**config.mk**
```make
export PLATFORM = sky130hd
export DESIGN_NAME = mem_access_ctrl
export DESIGN_NICKNAME = d
export VERILOG_FILES = /design/src/rtl/mips_pkg.sv /design/src/rtl/mem_lane_align.sv /design/src/rtl/mem_access_ctrl.sv
export SDC_FILE = /design/constraint.sdc
export NUM_CORES = 1
export LEC_CHECK = 0
export BUFFER_PORTS_ARGS = -buffer_cell sky130_fd_sc_hd__buf_4
export CORE_MARGIN = 5
export CORE_UTILIZATION = 50
export DETAILED_ROUTE_END_ITERATION = 7
export GPL_TIMING_DRIVEN = 1
export HOLD_SLACK_MARGIN = 0.15
export PLACE_DENSITY = 0.79
export SLEW_MARGIN = 40
export SYNTH_ARGS = -nofsm -noshare
export SYNTH_HDL_FRONTEND = slang
export SYNTH_SLANG_ARGS = --single-unit
export TNS_END_PERCENT = 30
```
**constraint.sdc**
```tcl
create_clock -name clk -period 2 [get_ports clk]
set_input_delay 0.4 -clock clk [delete_from_list [all_inputs] [get_ports clk]]
set_output_delay 0.4 -clock clk [all_outputs]
set_load 0.01 [all_outputs]
```
**src/rtl/mips_pkg.sv**
```systemverilog
// Shared MIPS core definitions: access size codes, memory-stage FSM states,
// bus widths and the load/store request legality check.
package mips_pkg;

    localparam int unsigned DATA_W = 32;
    localparam int unsigned ADDR_W = 32;
    localparam int unsigned BE_W   = DATA_W / 8;
    localparam int unsigned CNT_W  = 16;

    localparam logic [1:0] SIZE_B = 2'd0;
    localparam logic [1:0] SIZE_H = 2'd1;
    localparam logic [1:0] SIZE_W = 2'd2;

    typedef enum logic [1:0] {
        ST_IDLE = 2'd0,
        ST_REQ  = 2'd1,
        ST_DONE = 2'd2
    } mem_state_e;

    // True when a load/store cannot be issued: conflicting strobes, illegal size or misalignment.
    function automatic logic access_err(
        input logic       rd,
        input logic       wr,
        input logic [1:0] size,
        input logic [1:0] addr_lo
    );
        return (rd && wr)
            || (size == 2'd3)
            || ((size == SIZE_H) && addr_lo[0])
            || ((size == SIZE_W) && (addr_lo != 2'b00));
    endfunction

endpackage

```
**src/rtl/mem_lane_align.sv**
```systemverilog
// Byte-lane alignment: byte enables and store replication toward the bus,
// lane select plus sign/zero extension for data returning from the bus.
module mem_lane_align
    import mips_pkg::*;
(
    input  logic [1:0]        size_i,
    input  logic              unsigned_i,
    input  logic [1:0]        addr_lo_i,
    input  logic [DATA_W-1:0] wdata_i,
    input  logic [DATA_W-1:0] rdata_i,
    output logic [BE_W-1:0]   be_o,
    output logic [DATA_W-1:0] wdata_o,
    output logic [DATA_W-1:0] rdata_o
);

    logic [7:0]  byte_sel;
    logic [15:0] half_sel;

    always_comb begin
        byte_sel = rdata_i[7:0];
        case (addr_lo_i)
            2'd0:    byte_sel = rdata_i[7:0];
            2'd1:    byte_sel = rdata_i[15:8];
            2'd2:    byte_sel = rdata_i[23:16];
            default: byte_sel = rdata_i[31:24];
        endcase
        half_sel = addr_lo_i[1] ? rdata_i[31:16] : rdata_i[15:0];
    end

    always_comb begin
        be_o    = '0;
        wdata_o = wdata_i;
        rdata_o = rdata_i;
        case (size_i)
            SIZE_B: begin
                be_o    = BE_W'(4'b0001 << addr_lo_i);
                wdata_o = {4{wdata_i[7:0]}};
                rdata_o = unsigned_i ? {24'd0, byte_sel} : {{24{byte_sel[7]}}, byte_sel};
            end
            SIZE_H: begin
                be_o    = addr_lo_i[1] ? 4'b1100 : 4'b0011;
                wdata_o = {2{wdata_i[15:0]}};
                rdata_o = unsigned_i ? {16'd0, half_sel} : {{16{half_sel[15]}}, half_sel};
            end
            SIZE_W: begin
                be_o    = '1;
                wdata_o = wdata_i;
                rdata_o = rdata_i;
            end
            default: begin
                be_o    = '0;
                wdata_o = wdata_i;
                rdata_o = rdata_i;
            end
        endcase
    end

endmodule

```
**src/rtl/mem_access_ctrl.sv**
```systemverilog
// Memory-stage access sequencer: issues one request/ack bus transaction per
// load/store, stalls the pipeline until it completes, and returns extended load data.
module mem_access_ctrl
    import mips_pkg::*;
#(
    parameter int unsigned TIMEOUT = 16
) (
    input  logic                clk,
    input  logic                rst,
    input  logic                mem_read,
    input  logic                mem_write,
    input  logic [1:0]          mem_size,
    input  logic                mem_unsigned,
    input  logic [ADDR_W-1:0]   addr,
    input  logic [DATA_W-1:0]   wdata,
    output logic                bus_req,
    output logic                bus_we,
    output logic [ADDR_W-1:0]   bus_addr,
    output logic [BE_W-1:0]     bus_be,
    output logic [DATA_W-1:0]   bus_wdata,
    input  logic                bus_ack,
    input  logic [DATA_W-1:0]   bus_rdata,
    output logic [DATA_W-1:0]   load_data,
    output logic                done,
    output logic                stall,
    output logic                req_err,
    output logic                bus_err
);

    mem_state_e          state_q;
    logic [CNT_W-1:0]    cnt_q;
    logic                bus_req_q;
    logic                bus_we_q;
    logic [ADDR_W-1:0]   bus_addr_q;
    logic [BE_W-1:0]     bus_be_q;
    logic [DATA_W-1:0]   bus_wdata_q;
    logic [DATA_W-1:0]   load_data_q;
    logic                done_q;
    logic                bus_err_q;
    logic [1:0]          ld_size_q;
    logic                ld_unsigned_q;
    logic [1:0]          ld_lo_q;

    logic                access_c;
    logic                err_c;
    logic                issue_c;
    logic [BE_W-1:0]     st_be_c;
    logic [DATA_W-1:0]   st_wdata_c;
    logic [DATA_W-1:0]   ld_ext_c;
    logic [DATA_W-1:0]   unused_st_rdata_c;
    logic [BE_W-1:0]     unused_ld_be_c;
    logic [DATA_W-1:0]   unused_ld_wdata_c;

    assign access_c = mem_read | mem_write;
    assign err_c    = access_err(mem_read, mem_write, mem_size, addr[1:0]);
    assign issue_c  = (state_q == ST_IDLE) && access_c && !err_c;

    // Store path works on the live request so the bus fields can be latched at issue.
    mem_lane_align u_store_align (
        .size_i     (mem_size),
        .unsigned_i (mem_unsigned),
        .addr_lo_i  (addr[1:0]),
        .wdata_i    (wdata),
        .rdata_i    ('0),
        .be_o       (st_be_c),
        .wdata_o    (st_wdata_c),
        .rdata_o    (unused_st_rdata_c)
    );

    // Load path uses the shape latched at issue; the pipeline inputs may move on in DONE.
    mem_lane_align u_load_align (
        .size_i     (ld_size_q),
        .unsigned_i (ld_unsigned_q),
        .addr_lo_i  (ld_lo_q),
        .wdata_i    ('0),
        .rdata_i    (bus_rdata),
        .be_o       (unused_ld_be_c),
        .wdata_o    (unused_ld_wdata_c),
        .rdata_o    (ld_ext_c)
    );

    always_ff @(posedge clk) begin
        if (rst) begin
            state_q       <= ST_IDLE;
            cnt_q         <= '0;
            bus_req_q     <= 1'b0;
            bus_we_q      <= 1'b0;
            bus_addr_q    <= '0;
            bus_be_q      <= '0;
            bus_wdata_q   <= '0;
            load_data_q   <= '0;
            done_q        <= 1'b0;
            bus_err_q     <= 1'b0;
            ld_size_q     <= SIZE_B;
            ld_unsigned_q <= 1'b0;
            ld_lo_q       <= 2'b00;
        end else begin
            done_q    <= 1'b0;
            bus_err_q <= 1'b0;
            case (state_q)
                ST_IDLE: begin
                    if (issue_c) begin
                        state_q       <= ST_REQ;
                        cnt_q         <= '0;
                        bus_req_q     <= 1'b1;
                        bus_we_q      <= mem_write;
                        bus_addr_q    <= {addr[ADDR_W-1:2], 2'b00};
                        bus_be_q      <= st_be_c;
                        bus_wdata_q   <= st_wdata_c;
                        ld_size_q     <= mem_size;
                        ld_unsigned_q <= mem_unsigned;
                        ld_lo_q       <= addr[1:0];
                    end
                end
                ST_REQ: begin
                    if (bus_ack) begin
                        state_q     <= ST_DONE;
                        bus_req_q   <= 1'b0;
                        done_q      <= 1'b1;
                        load_data_q <= bus_we_q ? '0 : ld_ext_c;
                    end else if (cnt_q == CNT_W'(TIMEOUT - 1)) begin
                        state_q     <= ST_DONE;
                        bus_req_q   <= 1'b0;
                        done_q      <= 1'b1;
                        bus_err_q   <= 1'b1;
                        load_data_q <= '0;
                    end else begin
                        cnt_q <= cnt_q + CNT_W'(1);
                    end
                end
                ST_DONE: begin
                    // Requests still visible here belong to the access that just finished.
                    state_q <= ST_IDLE;
                end
                default: begin
                    state_q <= ST_IDLE;
                end
            endcase
        end
    end

    assign bus_req   = bus_req_q;
    assign bus_we    = bus_we_q;
    assign bus_addr  = bus_addr_q;
    assign bus_be    = bus_be_q;
    assign bus_wdata = bus_wdata_q;
    assign load_data = load_data_q;
    assign done      = done_q;
    assign bus_err   = bus_err_q;

    assign req_err = access_c && err_c;
    assign stall   = !rst && (issue_c || (state_q == ST_REQ));

endmodule

```
==> results.toml, run 1 <==
[placement]
io_buffer_count = 207
place.gp.congestion = 0.957
place_area_um2 = 7450
dp_hpwl_um = 12700
number_of_placed_instances_taps_included = 1009

[worst_setup_path]
endpoint_class_of_the_critical_path = "flip-flop"
critPathRequiredTime_ns = 2.30
critical_path.max_fanout = 5
critPathLaunchType = "flip-flop"
critPathArrivalTime_ns = 2.22
timing_worst_setup_path_type = "reg2reg"

[die]
die_width_um = 117
design.portCount = 210
design.core.area_um2 = 11300
chipHeight_um = 117
initial_core_util_pct = 50.3
die_area_um2 = 13600
std_cell_rows = 39

[clocking]
cts_tree = "done"
cts-root-buf = "sky130_fd_sc_hd__clkbuf_16"
clk-insertion-delay-late_ns = 0.42
path_clk_slew_ns = 0.05
tritoncts.num_buffers = 17
ctsHtreeMaxLevel = 4
postCtsHoldBufs = 0
clockBufferDepth = 2
cts.sinks = 125

[global_route]
first_global_vias = 5544
track_usage_pct = 26.0
maximum_number_of_pins_on_one_net_before_global_route_repair = 75
grt_antenna_before_repair = 0
globalRouteOverflowTotal = 0
global_route_wire_length_before_repair_um = 27900

[drt]
postRouteAntennaNets = 0
remaining_drc_errors = 0
totalWireLength_um = 17900
wire_per_inst_um = 17.2
drt_pre_antenna_iters = 6
starting_drc_count_in_detailed_routing = 413
vias = 5922
vias_per_cell = 5.68

[sta]
final.min_clock_period_ns = 1.92
layout_worst_path_cycle_share_pct = 96.0
final_setup_violation_count = 0
final-hold-violation-count = 0
maxSlewViolCount = 0
slew_headroom_pct = 49.3
worst_pin_slew_ns = 0.760
fin_hold_ws_ns = 0.228
fmax_mhz = 521
unrepaired_setup_endpoints_after_global_routing = "true"
finClkSkew_ns = 0.00548

[logic_synthesis]
commonest_register_cell_after_synthesis = "sky130_fd_sc_hd__dfxtp_1"
post_synth_inst_count = 686
postSynth.asyncResetShare_pct = 0
fraction_of_post_synthesis_cell_area_in_the_top_cell_type_by_area_pct = 44.1
ys.warnings.count = 0
synth_cell_type_count = 53
synthTopCellsByArea = "sky130_fd_sc_hd__dfxtp_1 44%, sky130_fd_sc_hd__nand2_1 9.1%, sky130_fd_sc_hd__a21oi_1 7.3%"
synthDominantAreaCellType = "sky130_fd_sc_hd__dfxtp_1"
netlist_area_um2 = 5670
synthTopCellsByCount = "138 x sky130_fd_sc_hd__nand2_1, 125 x sky130_fd_sc_hd__dfxtp_1, 83 x sky130_fd_sc_hd__a21oi_1"
synth_enable_flop_cells = 0
synth.ff_latch_count = 125
synth.yosys.seq_area_share_pct = 44.1
synth.most_common_cell = "sky130_fd_sc_hd__nand2_1"
syn_area_per_cell_um2 = 8.27

[finish]
layout-drive-gt1-share_pct = 32.2
antennaDiodeCount = 0
layout_area_overhead_pct = 42.8
instances_no_fill = 1043
layout.filler_cells = 868
num-nets-final = 993
final_design_area_no_fill_um2 = 8100

[worst_hold_path]
hold_path.class = "in2reg"

[flow_run]
timing.max_cap.violations = 0

[power]
cellLeakagePower_uw = 0.00339
post-layout-total-power_uw = 6800
worst_ir_drop_vdd_mv = 0.518
p_per_area_nw_per_um2 = 839

[outcome]
result_of_the_run = "completed"
-- layout make-up --
class	instances	area (µm²)	share of cell area (%)
Tap cell	143	179	2.21
Clock inverter	7	60.1	0.741
Sequential cell	125	2500	30.9
Timing Repair Buffer	238	1840	22.7
Inverter	10	37.5	0.463
Clock buffer	24	512	6.32
Multi-Input combinational cell	496	2980	36.7
-- state kept, by name, indices dropped and copies added (netlist names), 2 cells and up --
signal	count
state_q	2
cnt_q	16
ld_size_q	2
bus_addr	30
load_data	32
ld_lo_q	2
bus_wdata	32
bus_be	4
-- metrics by stage --
| step | util (%) | setup TNS (ns) | setup slack [ns] |
|---|---|---|---|
| 4_1_cts | 71.4 | 0 | 0.00696 |
| 3_3_place_gp | 65.9 | -1.08 | -0.0728 |
| 5_1_grt | 71.9 | -0.129 | -0.0332 |
| 3_5_place_dp | 66.1 | -2.71 | -0.223 |
| 2_1_floorplan | - | 0 | 0.0298 |
| 6_report | 71.9 | 0 | 0.0798 |
-- worst max-delay path: stages (launching register included) --
cell and delay, ns:
sky130_fd_sc_hd__dfxtp_1 0.32, sky130_fd_sc_hd__or4_4 0.55, sky130_fd_sc_hd__nor4_4 0.38, sky130_fd_sc_hd__buf_4 0.22
sky130_fd_sc_hd__o31ai_4 0.09, sky130_fd_sc_hd__a22o_1 0.25
-- repair_timing --
action | in CTS | in global routing
resized for setup | 2 | 5
setup endpoints to repair | 14 | 40
buffers inserted | 1 | 1
pin swaps | 3 | 9
gates cloned | 1 | 1
-- power breakdown --
part / switching [µW] / total, µW / internal [µW]
registers: 87.8 / 2720 / 2630
logic: 592 / 1140 / 551
clock network: 1050 / 2940 / 1880
total: 1730 / 6800 / 5070
-- routing by layer --
layer  vias up  wire [µm]  track usage [%]
met2       250       8620             41.9
li1       2836          -                -
met1      2790       6890             30.7
met3        46       1750             9.59
met4         0        646             12.7
met5         -          0                0
-- cell usage in the layout (no fill, tap or decap), types with 7 or more instances in the layout --
master	n
sky130_fd_sc_hd__dfxtp_1	124
sky130_fd_sc_hd__a21o_1	7
sky130_fd_sc_hd__o21ai_0	32
sky130_fd_sc_hd__nor2_1	27
sky130_fd_sc_hd__nand3_1	12
sky130_fd_sc_hd__or3_1	17
sky130_fd_sc_hd__a21oi_1	82
sky130_fd_sc_hd__a211oi_1	8
sky130_fd_sc_hd__inv_1	10
sky130_fd_sc_hd__a32o_1	13
sky130_fd_sc_hd__nand2_1	138
sky130_fd_sc_hd__nand2b_1	22
sky130_fd_sc_hd__o211ai_1	11
sky130_fd_sc_hd__mux2_2	10
sky130_fd_sc_hd__mux2i_1	20
sky130_fd_sc_hd__a311oi_1	8
sky130_fd_sc_hd__buf_4	233
sky130_fd_sc_hd__clkbuf_16	17
sky130_fd_sc_hd__a22o_1	18
-- cell families after synthesis --
| group | count (synthesis) | synth area share [%] |
|---|---|---|
| AOI/OAI and AO/OA | 198 | 22.7 |
| other | 1 | 0.0661 |
| buffers and inverters | 68 | 4.74 |
| and+or+nand+nor | 258 | 21.9 |
| DFF | 125 | 44.1 |
| adders and majority gates | 2 | 0.397 |
| muxes | 30 | 5.51 |
| xor gates and xnor gates | 4 | 0.618 |
-- final timing paths --
path,endpoint,start,slack (ns),depth (start not counted)
worst min-delay path,bus_addr[22],addr[22],0.23,3
worst min register to register,bus_addr[7],bus_addr[7],0.45,2
worst max register to register,load_data[19],cnt_q[7],0.08,5
worst max-delay path,load_data[19],cnt_q[7],0.08,5
Note: power is estimated with default switching activity, not from simulation.
==> run 2: changes to the inputs <==
--- a/config.mk
+++ b/config.mk
@@ -5,13 +5,14 @@
 export SDC_FILE = /design/constraint.sdc
 export NUM_CORES = 1
 export LEC_CHECK = 0
+export ABC_AREA = 1
 export BUFFER_PORTS_ARGS = -buffer_cell sky130_fd_sc_hd__buf_4
 export CORE_MARGIN = 5
-export CORE_UTILIZATION = 50
+export CORE_UTILIZATION = 54
 export DETAILED_ROUTE_END_ITERATION = 7
 export GPL_TIMING_DRIVEN = 1
 export HOLD_SLACK_MARGIN = 0.15
-export PLACE_DENSITY = 0.79
+export PLACE_DENSITY = 0.84
 export SLEW_MARGIN = 40
 export SYNTH_ARGS = -nofsm -noshare
 export SYNTH_HDL_FRONTEND = slang
==> constraint.sdc (replaced) <==
create_clock -name clk -period 2.4 [get_ports clk]
set_input_delay 0.48 -clock clk [delete_from_list [all_inputs] [get_ports clk]]
set_output_delay 0.48 -clock clk [all_outputs]
set_load 0.01 [all_outputs]
==> results.toml, run 2 <==
[outcome]
result_of_the_run = "completed"

[sta]
maxSlewViolCount = 0
fmax_mhz = 455
layout_worst_path_cycle_share_pct = 91.6
worst_pin_slew_ns = 0.596
final.min_clock_period_ns = 2.20
final_setup_violation_count = 0
timing.final.ws_setup_ns = 0.202
unrepaired_setup_endpoints_after_global_routing = "false"
final-hold-violation-count = 0
finClkSkew_ns = 0.00797
totalNegativeSetupSlack_ns = 0
slew_headroom_pct = 60.3

[clocking]
cts.repair_timing.setup_buffer_count = 0
cts-root-buf = "sky130_fd_sc_hd__clkbuf_8"
clk-insertion-delay-late_ns = 0.51
cts.sinks = 125
tritoncts.num_buffers = 17
clockBufferDepth = 2
ctsHtreeMaxLevel = 4
cts_tree = "done"
path_clk_slew_ns = 0.06

[drt]
vias_per_cell = 5.17
vias = 6087
wire_per_inst_um = 14.8
drt_pre_antenna_iters = 5
totalWireLength_um = 17400
postRouteAntennaNets = 0
starting_drc_count_in_detailed_routing = 412
remaining_drc_errors = 0

[finish]
utilization_pct = 76.4
layout.filler_cells = 839
multi_input_area_um2 = 2800
layout_area_overhead_pct = 37.2
antennaDiodeCount = 0
final_common_cell = "sky130_fd_sc_hd__nand2_1"
layout.cells.most_common_list = "284 x sky130_fd_sc_hd__nand2_1, 219 x sky130_fd_sc_hd__buf_4, 125 x sky130_fd_sc_hd__dfxtp_1"
num-nets-final = 1133
layout-drive-gt1-share_pct = 26.6
register_area_um2 = 2500

[logic_synthesis]
commonest_register_cell_after_synthesis = "sky130_fd_sc_hd__dfxtp_1"
synth.most_common_cell = "sky130_fd_sc_hd__nand2_1"
synth.yosys.seq_area_share_pct = 43.3
synth.ff_latch_count = 125
netlist_area_um2 = 5770
synthDominantAreaCellType = "sky130_fd_sc_hd__dfxtp_1"
synth_enable_flop_cells = 0
ys.warnings.count = 0
postSynth.asyncResetShare_pct = 0
synthTopCellsByArea = "sky130_fd_sc_hd__dfxtp_1 43%, sky130_fd_sc_hd__nand2_1 18%, sky130_fd_sc_hd__a21oi_1 8.7%"
post_synth_inst_count = 836
synth_cell_type_count = 33
syn_area_per_cell_um2 = 6.91
fraction_of_post_synthesis_cell_area_in_the_top_cell_type_by_area_pct = 43.3
synthTopCellsByCount = "284 x sky130_fd_sc_hd__nand2_1, 125 x sky130_fd_sc_hd__dfxtp_1, 100 x sky130_fd_sc_hd__a21oi_1"

[worst_setup_path]
endpoint_class_of_the_critical_path = "output pin"
critical_path.max_fanout = 19
critical_path.slowest_cell = "sky130_fd_sc_hd__dfxtp_1"
critPathRequiredTime_ns = 1.92
critPathLaunchType = "flip-flop"
critPathArrivalTime_ns = 1.72
cp_slowest_stage_delay_ns = 0.35
crit_chain = "inv_1, nand2_1, nor2_1, nand3_4, a21oi_1, buf_4"
timing_worst_setup_path_type = "reg2out"

[power]
cellLeakagePower_uw = 0.00359
worst_ir_drop_vdd_mv = 0.558
p_per_area_nw_per_um2 = 734

[placement]
place.gp.congestion = 0.867
dp_hpwl_um = 12400
io_buffer_count = 207
place_ws_ns = 0.414

[global_route]
global_route_wire_length_before_repair_um = 27900
global_route_track_usage_on_met1_pct = 31.7
maximum_number_of_pins_on_one_net_before_global_route_repair = 57
grt.met2_usage_pct = 45.5
track_usage_pct = 26.6
first_global_vias = 5789
top_usage_layer = "met2"
grt_antenna_before_repair = 0
globalRouteOverflowTotal = 0
use_met3_pct = 10.1

[die]
chipHeight_um = 113
std_cell_rows = 37
design.portCount = 210
die_area_um2 = 12900
die_width_um = 113
design.core.area_um2 = 10400
initial_core_util_pct = 55.7

[worst_hold_path]
hold_path.class = "in2reg"

[flow_run]
timing.max_cap.violations = 0
[run 2: cell types whose count changed after synthesis, moves of 10 or more]
cell / previous run / this run
sky130_fd_sc_hd__a21oi_1: 83 / 100
sky130_fd_sc_hd__nor2_1: 28 / 72
sky130_fd_sc_hd__a22o_1: 18 / 0
sky130_fd_sc_hd__inv_1: 10 / 46
sky130_fd_sc_hd__or3_1: 17 / 0
sky130_fd_sc_hd__a32o_1: 13 / 0
sky130_fd_sc_hd__nand2_1: 138 / 284
sky130_fd_sc_hd__nand3_1: 12 / 35
sky130_fd_sc_hd__clkbuf_1: 46 / 20
sky130_fd_sc_hd__o21ai_0: 32 / 57
sky130_fd_sc_hd__mux2_2: 10 / 0
sky130_fd_sc_hd__nand2b_1: 22 / 0
sky130_fd_sc_hd__mux2i_1: 20 / 0
[run 2: worst max-delay path, delay by kind of cell (launching register included)]
family	cells	cell delay [ns]
flip-flops	1	0.35
buffers and inverters	2	0.20
AO/OA/AOI/OAI	1	0.20
AND/OR/NAND/NOR	3	0.46
[run 2: cells by family after synthesis]
group / count (synthesis) / share of synthesized area, %
buf+inv: 100 / 8.17
compound gates: 187 / 17.6
fa+ha+maj: 1 / 0.217
simple gates: 416 / 29.7
flops: 125 / 43.3
other cells: 1 / 0.0650
xor+xnor: 6 / 0.910
[run 2: path summary, 6_finish.rpt]
path | start | to | slack [ns] | cells after the start
max | state_q[1] | stall | 0.20 | 6
min | bus_rdata[4] | load_data[4] | 0.22 | 3
max reg2reg | cnt_q[0] | cnt_q[2] | 0.65 | 9
min reg2reg | load_data[28] | load_data[28] | 0.45 | 2
[run 2: final cells by class]
cell class                      count  area share (%)
Multi-Input combinational cell    612            35.4
Inverter                           52            2.46
Timing Repair Buffer              220            20.9
Clock inverter                     13            2.08
Tap cell                          136            2.15
Sequential cell                   125            31.6
Clock buffer                       19            5.45
[run 2: timing repair]
action	in CTS	in global routing
hold endpoints to repair	1	0
hold buffers	1	0
gates resized for setup	0	0
[run 2: power by group]
| group | total (µW) | internal [µW] | switching [µW] |
|---|---|---|---|
| clock network | 2560 | 1610 | 950 |
| registers | 2270 | 2200 | 72.1 |
| logic | 976 | 411 | 566 |
| total | 5810 | 4230 | 1590 |
[run 2: metal layers]
metal	vias up	share of wire (%)
met4	0	1.3
met3	18	11
met1	2738	39
met2	243	49
li1	3088	-
met5	-	0
[run 2: per-stage QoR]
step / instance area [µm²] / hold slack [ns] / std cells / power [µW]
floorplan: 5780 / 0.467 / 837 / 2860
global placement: 7310 / 0.436 / 1144 / 3270
detailed placement: 7310 / 0.441 / 1144 / 3280
CTS: 7920 / 0.203 / 1177 / 5840
global route: 7920 / 0.215 / 1177 / 6050
finish: 7920 / 0.216 / 1177 / 5810
